## src/rtl/shifter_barrel_pipe_pkg.sv

```systemverilog
// Shared types for the pipelined barrel shifter: the operation encoding and its width.
package shifter_pkg;

  localparam int SHIFT_OP_W = 2;

  typedef enum logic [SHIFT_OP_W-1:0] {
    SH_SLL = 2'b00,
    SH_SRL = 2'b01,
    SH_SRA = 2'b10,
    SH_ROR = 2'b11
  } shift_op_e;

endpackage

```

## src/rtl/shifter_barrel_pipe_if.sv

```systemverilog
// Operand/result handshake bundle of the pipelined barrel shifter.
interface shifter_barrel_pipe_if
  import shifter_pkg::*;
#(
  parameter int WIDTH = 32,
  parameter int TAG_W = 4,
  parameter int SHW   = $clog2(WIDTH)
);

  logic                  in_valid_i;
  logic                  in_ready_o;
  logic [SHIFT_OP_W-1:0] in_op_i;
  logic [SHW-1:0]        in_shamt_i;
  logic [WIDTH-1:0]      in_data_i;
  logic [TAG_W-1:0]      in_tag_i;
  logic                  out_valid_o;
  logic                  out_ready_i;
  logic [WIDTH-1:0]      out_data_o;
  logic [TAG_W-1:0]      out_tag_o;

  modport master (
    output in_valid_i, in_op_i, in_shamt_i, in_data_i, in_tag_i, out_ready_i,
    input  in_ready_o, out_valid_o, out_data_o, out_tag_o
  );

  modport slave (
    input  in_valid_i, in_op_i, in_shamt_i, in_data_i, in_tag_i, out_ready_i,
    output in_ready_o, out_valid_o, out_data_o, out_tag_o
  );

endinterface

```

## src/rtl/shifter_barrel_pipe_shift_level.sv

```systemverilog
// One combinational barrel level: shifts or rotates by DIST when enabled, otherwise passes through.
module shift_level
  import shifter_pkg::*;
#(
  parameter int WIDTH = 32,
  parameter int DIST  = 1
) (
  input  shift_op_e        op,
  input  logic             sign,
  input  logic             en,
  input  logic [WIDTH-1:0] data,
  output logic [WIDTH-1:0] result
);

  // SRA fills from the operand's original MSB so every level extends the same sign
  always_comb begin
    result = data;
    if (en) begin
      case (op)
        SH_SLL:  result = {data[WIDTH-DIST-1:0], {DIST{1'b0}}};
        SH_SRL:  result = {{DIST{1'b0}}, data[WIDTH-1:DIST]};
        SH_SRA:  result = {{DIST{sign}}, data[WIDTH-1:DIST]};
        SH_ROR:  result = {data[DIST-1:0], data[WIDTH-1:DIST]};
        default: result = data;
      endcase
    end else begin
      result = data;
    end
  end

endmodule

```

## src/rtl/shifter_barrel_pipe.sv

```systemverilog
// Pipelined barrel shifter: one registered level per shamt bit (LSB level first) and a single
// advance enable that freezes every stage while the final result is back-pressured.
module shifter_barrel_pipe
  import shifter_pkg::*;
#(
  parameter int WIDTH = 32,
  parameter int SHW   = $clog2(WIDTH),
  parameter int TAG_W = 4
) (
  input logic                  clk_i,
  input logic                  rst_ni,
  shifter_barrel_pipe_if.slave bus
);

  typedef struct packed {
    shift_op_e        op;
    logic             sign;
    logic [WIDTH-1:0] data;
    logic [TAG_W-1:0] tag;
  } stage_pay_t;

  logic             adv_s;
  logic             accept_s;
  logic [SHW-1:0]   valid_r;
  stage_pay_t       pay_r [SHW-1];
  logic [WIDTH-1:0] out_data_r;
  logic [TAG_W-1:0] out_tag_r;

  shift_op_e        lvl_op_s   [SHW];
  logic             lvl_sign_s [SHW];
  logic             lvl_en_s   [SHW];
  logic [WIDTH-1:0] lvl_in_s   [SHW];
  logic [TAG_W-1:0] lvl_tag_s  [SHW];
  logic [WIDTH-1:0] lvl_res_s  [SHW];

  assign adv_s           = !valid_r[SHW-1] || bus.out_ready_i;
  assign accept_s        = bus.in_valid_i && adv_s;
  assign bus.in_ready_o  = adv_s;
  assign bus.out_valid_o = valid_r[SHW-1];
  assign bus.out_data_o  = out_data_r;
  assign bus.out_tag_o   = out_tag_r;

  // Stage k keeps only the shamt bits still to be applied, right-aligned, so bit 0 drives level k+1
  for (genvar k = 0; k < SHW - 1; k++) begin : g_shamt
    logic [SHW-2-k:0] rem_r;
    if (k == 0) begin : g_head
      // Capture the upper shamt bits on acceptance-side advance
      always_ff @(posedge clk_i) begin
        if (adv_s) begin
          rem_r <= bus.in_shamt_i[SHW-1:1];
        end
      end
    end else begin : g_body
      // Drop the bit consumed by the previous level
      always_ff @(posedge clk_i) begin
        if (adv_s) begin
          rem_r <= g_shamt[k-1].rem_r[SHW-1-k:1];
        end
      end
    end
  end

  for (genvar k = 0; k < SHW; k++) begin : g_level
    if (k == 0) begin : g_head
      assign lvl_op_s[k]   = shift_op_e'(bus.in_op_i);
      assign lvl_sign_s[k] = bus.in_data_i[WIDTH-1];
      assign lvl_en_s[k]   = bus.in_shamt_i[0];
      assign lvl_in_s[k]   = bus.in_data_i;
      assign lvl_tag_s[k]  = bus.in_tag_i;
    end else begin : g_body
      assign lvl_op_s[k]   = pay_r[k-1].op;
      assign lvl_sign_s[k] = pay_r[k-1].sign;
      assign lvl_en_s[k]   = g_shamt[k-1].rem_r[0];
      assign lvl_in_s[k]   = pay_r[k-1].data;
      assign lvl_tag_s[k]  = pay_r[k-1].tag;
    end

    shift_level #(
      .WIDTH (WIDTH),
      .DIST  (2 ** k)
    ) u_level (
      .op     (lvl_op_s[k]),
      .sign   (lvl_sign_s[k]),
      .en     (lvl_en_s[k]),
      .data   (lvl_in_s[k]),
      .result (lvl_res_s[k])
    );
  end

  // Internal payload needs no reset: its validity is carried by valid_r
  always_ff @(posedge clk_i) begin
    if (adv_s) begin
      for (int k = 0; k < SHW - 1; k++) begin
        pay_r[k] <= '{op: lvl_op_s[k], sign: lvl_sign_s[k], data: lvl_res_s[k], tag: lvl_tag_s[k]};
      end
    end
  end

  // Valid chain and the output stage; a stall holds everything, a non-accept inserts a bubble
  always_ff @(posedge clk_i or negedge rst_ni) begin
    if (!rst_ni) begin
      valid_r    <= '0;
      out_data_r <= '0;
      out_tag_r  <= '0;
    end else if (adv_s) begin
      valid_r    <= {valid_r[SHW-2:0], accept_s};
      out_data_r <= lvl_res_s[SHW-1];
      out_tag_r  <= lvl_tag_s[SHW-1];
    end
  end

endmodule

```

## src/flat_wrapper.sv

```systemverilog
// flat-port wrapper written by rule: the top's interface ports become plain ports
module shifter_barrel_pipe_flat import shifter_pkg::*;
#(
  parameter int WIDTH = 32,
  parameter int SHW   = $clog2(WIDTH),
  parameter int TAG_W = 4
)
  (clk_i, rst_ni, bus_in_valid_i, bus_in_op_i, bus_in_shamt_i, bus_in_data_i, bus_in_tag_i, bus_out_ready_i, bus_in_ready_o, bus_out_valid_o, bus_out_data_o, bus_out_tag_o);
  shifter_barrel_pipe_if #(.WIDTH(WIDTH), .TAG_W(TAG_W), .SHW(SHW)) bus_i ();
  input logic clk_i;
  input logic rst_ni;
  input wire logic [$bits(bus_i.in_valid_i)-1:0] bus_in_valid_i;
  input wire logic [$bits(bus_i.in_op_i)-1:0] bus_in_op_i;
  input wire logic [$bits(bus_i.in_shamt_i)-1:0] bus_in_shamt_i;
  input wire logic [$bits(bus_i.in_data_i)-1:0] bus_in_data_i;
  input wire logic [$bits(bus_i.in_tag_i)-1:0] bus_in_tag_i;
  input wire logic [$bits(bus_i.out_ready_i)-1:0] bus_out_ready_i;
  output wire logic [$bits(bus_i.in_ready_o)-1:0] bus_in_ready_o;
  output wire logic [$bits(bus_i.out_valid_o)-1:0] bus_out_valid_o;
  output wire logic [$bits(bus_i.out_data_o)-1:0] bus_out_data_o;
  output wire logic [$bits(bus_i.out_tag_o)-1:0] bus_out_tag_o;
  assign bus_i.in_valid_i = bus_in_valid_i;
  assign bus_i.in_op_i = bus_in_op_i;
  assign bus_i.in_shamt_i = bus_in_shamt_i;
  assign bus_i.in_data_i = bus_in_data_i;
  assign bus_i.in_tag_i = bus_in_tag_i;
  assign bus_i.out_ready_i = bus_out_ready_i;
  assign bus_in_ready_o = bus_i.in_ready_o;
  assign bus_out_valid_o = bus_i.out_valid_o;
  assign bus_out_data_o = bus_i.out_data_o;
  assign bus_out_tag_o = bus_i.out_tag_o;
  shifter_barrel_pipe #(.WIDTH(WIDTH), .SHW(SHW), .TAG_W(TAG_W)) u_core (.clk_i(clk_i), .rst_ni(rst_ni), .bus(bus_i));
endmodule
```

## config.mk

```make
export PLATFORM = sky130hd
export DESIGN_NAME = shifter_barrel_pipe_flat
export DESIGN_NICKNAME = d
export VERILOG_FILES = /design/src/rtl/shifter_barrel_pipe_pkg.sv /design/src/rtl/shifter_barrel_pipe_if.sv /design/src/rtl/shifter_barrel_pipe_shift_level.sv /design/src/rtl/shifter_barrel_pipe.sv /design/src/flat_wrapper.sv
export SDC_FILE = /design/constraint.sdc
export NUM_CORES = 1
export LEC_CHECK = 0
export BUFFER_PORTS_ARGS = -buffer_cell sky130_fd_sc_hd__buf_2
export CAP_MARGIN = 20
export CELL_PAD_IN_SITES_DETAIL_PLACEMENT = 0
export CELL_PAD_IN_SITES_GLOBAL_PLACEMENT = 1
export CORE_MARGIN = 2
export CORE_UTILIZATION = 36
export CTS_CLUSTER_SIZE = 8
export DETAILED_ROUTE_END_ITERATION = 8
export GPL_TIMING_DRIVEN = 0
export PLACE_DENSITY_LB_ADDON = 0.25
export SLEW_MARGIN = 20
export SYNTH_ARGS = -nofsm -noshare
export SYNTH_HDL_FRONTEND = slang
export SYNTH_SLANG_ARGS = --single-unit
```

## constraint.sdc

```tcl
create_clock -name clk_i -period 9.05 [get_ports clk_i]
set_clock_uncertainty 0.05 [all_clocks]
set_input_delay 1.3575 -clock clk_i [delete_from_list [all_inputs] [get_ports clk_i]]
set_output_delay 1.3575 -clock clk_i [all_outputs]
set_load 0.005 [all_outputs]
```

==> metrics.cfg <==
[run_status]
status=finished clean

[detailed_routing]
drc=0
antenna_left=0
avgViaCountPerCell=4.88
dr_total_vias=6321
wl_per_cell_um=17.0
drt_iter0_markers=422
wirelength_um=22000
drt-pass1-iter-count=6

[sta]
finalMaxSlewViolations=0
fmax_mhz=247
period_minus_slack_ns=4.05
finalCritPeriodShare_pct=44.7
rsz0062_at_grt=false
slew_headroom_pct=39.0
holdWs_ns=0.363
fin_setup_tns_ns=0
max_slew.worst_pin.slew_ns=0.915
setup_viol=0
hold_violations=0

[floorplan]
pin_count=85
initial_utilization_pct=36.5
die_w_um=169
die_area_mm2=0.0285
rows=60
fp.dieH_um=169
coreArea_mm2=0.0268

[setup_path]
cp_max_fo=65
path_common_cell=buf_2
cp.arrival_ns=2.64
reg2reg_slack_ns=6.77
cp-end-kind=primary output
cpMaxStageDelayCell=buf_8
crit_required_ns=7.64
cp.buffers_inverters=4
timing.rr.end=u_core.g_shamt[0].rem_r[0]
crit_family=buffers and inverters
r2r.worst_path.cells=4
path_class=input pin to primary output
cp_cell_sequence=buf_2 > nand2b_1 > buf_2 > buf_8 > buf_2
r2r_start=u_core.valid_r[4]
start_kind=input pin
critical-path-max-stage-delay_ns=0.42

[synth]
synthDistinctLibCells=32
seq_area_frac_synth_pct=61.4
async_reset_ff_share_pct=19.8
synth_largest_type_area_fraction_pct=50.9
syn_avg_cell_area_um2=11.8
synth_most_common_cell=edfxtp_1
synth_top_flop_cell=edfxtp_1
synth_area_leader_cell=edfxtp_1
synth_area_leaders=edfxtp_1, dfrtp_1, mux2i_1
syn_area_mm2=0.00978
synth_edf_count=166
synthCells=827
ys.warnings.count=0
synth.top_cells.by_count=edfxtp_1, nor2_1, a21oi_1
synth_seq_cells=207
synth_fp_nets=874

[min_path]
hold_depth=0
hold_end=u_core.g_shamt[1].rem_r[0]
hp-start=u_core.g_shamt[0].rem_r[1]
hold_path_class=flop to flop

[clock_tree]
cts.path.max_buffers=3
cts_tree=built
clkTransAtPathRegs_ns=0.05
ctsResizeCount=0
numClockSinks=207
numCtsBuffers=29
postCtsSetupBuffers=0
htree_levels=1
cts_root_buf=clkbuf_16
hold_buffers=0
clock_latency_ns=0.53

[finish]
utilization_pct=42.7
area_growth_pct=17.0
finish.net_count=989
stdcell_area_mm2=0.0114
num_antenna_cells=0
fin_cells=1294
drive_above_1_share_pct=18.0

[place]
placed_area_mm2=0.0107
gp_congestion=0.872
io_buffers=83
hpwlAfterDp_um=15900
dp_cells=1252

[global_route]
grt_max_degree=113
overflow=0
grt_first_pass_wirelength_um=35100
track_usage_pct=15.5
antenna_found_initial=0
grt_pass1_vias=6240

[pwr]
leakage_nw=4.37
p_per_area_mw_per_mm2=334
vdd_drop_max_uv=140

[run]
drv_cap=0

==> logic make-up after synthesis <==
group                     count (synthesis)  share of synthesized area (%)
DFF                                     207                           61.4
buffers and inverters                    75                           4.33
xor gates and xnor gates                  1                          0.166
and+or+nand+nor                         242                           10.7
muxes                                   108                           11.2
AOI/OAI and AO/OA                       194                           12.2
==> per-layer routing <==
metal,track usage [%],wire [um]
met2,26.9,10600
met4,6.18,869
met1,19.6,9580
met3,2.41,903
met5,0,0
==> sequential cells by signal, indices dropped and copies added, names as in the netlist <==
register	cells
u_core.pay_r	156
u_core.bus.out_data_o	32
u_core.valid_r	5
u_core.g_shamt.rem_r	10
u_core.bus.out_tag_o	4
==> stage by stage <==
step / power (mW) / setup slack (ns)
after floorplan: 2.48 / 3.87
after global placement: 2.90 / 2.43
after detailed placement: 2.90 / 4.96
after CTS: 3.87 / 4.96
after global routing: 4.08 / 4.90
final: 3.82 / 5.00
==> placed cells by master (no fill, tap or decap), types with 5 or more instances in the layout <==
cell type | Yosys | final
buf_2 | 12 | 94
a221oi_2 | 11 | 11
nand2b_1 | 14 | 14
inv_1 | 15 | 15
dfrtp_1 | 41 | 41
edfxtp_1 | 166 | 166
buf_1 | 6 | 6
nand3_1 | 14 | 14
buf_4 | 13 | 13
clkbuf_16 | 0 | 29
mux2i_1 | 100 | 100
o22a_1 | 12 | 12
a21oi_1 | 143 | 143
nand2_1 | 45 | 45
nor2b_1 | 17 | 17
a221oi_1 | 5 | 5
o22ai_1 | 14 | 14
nor2_1 | 146 | 146
mux2_2 | 8 | 8
clkbuf_1 | 22 | 34
==> layout make-up <==
| type | count | area [um^2] |
|---|---|---|
| Buffer | 60 | 378 |
| Clock buffer | 41 | 771 |
| Clock inverter | 1 | 8.76 |
| Fill cell | 2562 | 15400 |
| Inverter | 15 | 56.3 |
| Multi-Input combinational cell | 545 | 3350 |
| Sequential cell | 207 | 6010 |
| Tap cell | 341 | 427 |
| Timing Repair Buffer | 84 | 443 |
==> worst max-delay path by stage <==
stage	start	slack, ns	end	depth (start not counted)
after floorplan	bus_out_ready_i	3.87	bus_in_ready_o	3
after global placement	bus_out_ready_i	2.43	bus_in_ready_o	5
after detailed placement	bus_out_ready_i	4.96	bus_in_ready_o	5
after CTS	bus_out_ready_i	4.96	bus_in_ready_o	5
after global routing	bus_out_ready_i	4.90	bus_in_ready_o	5
final	bus_out_ready_i	5.00	bus_in_ready_o	5
==> where the power goes <==
group          leakage [nW]  switching (mW)  internal (mW)  total (mW)
registers              2.11           0.257           1.51        1.77
clock network         0.376           0.369          0.576       0.945
logic                  1.88           0.631          0.474        1.11
Power figures use the tool's default switching activity.
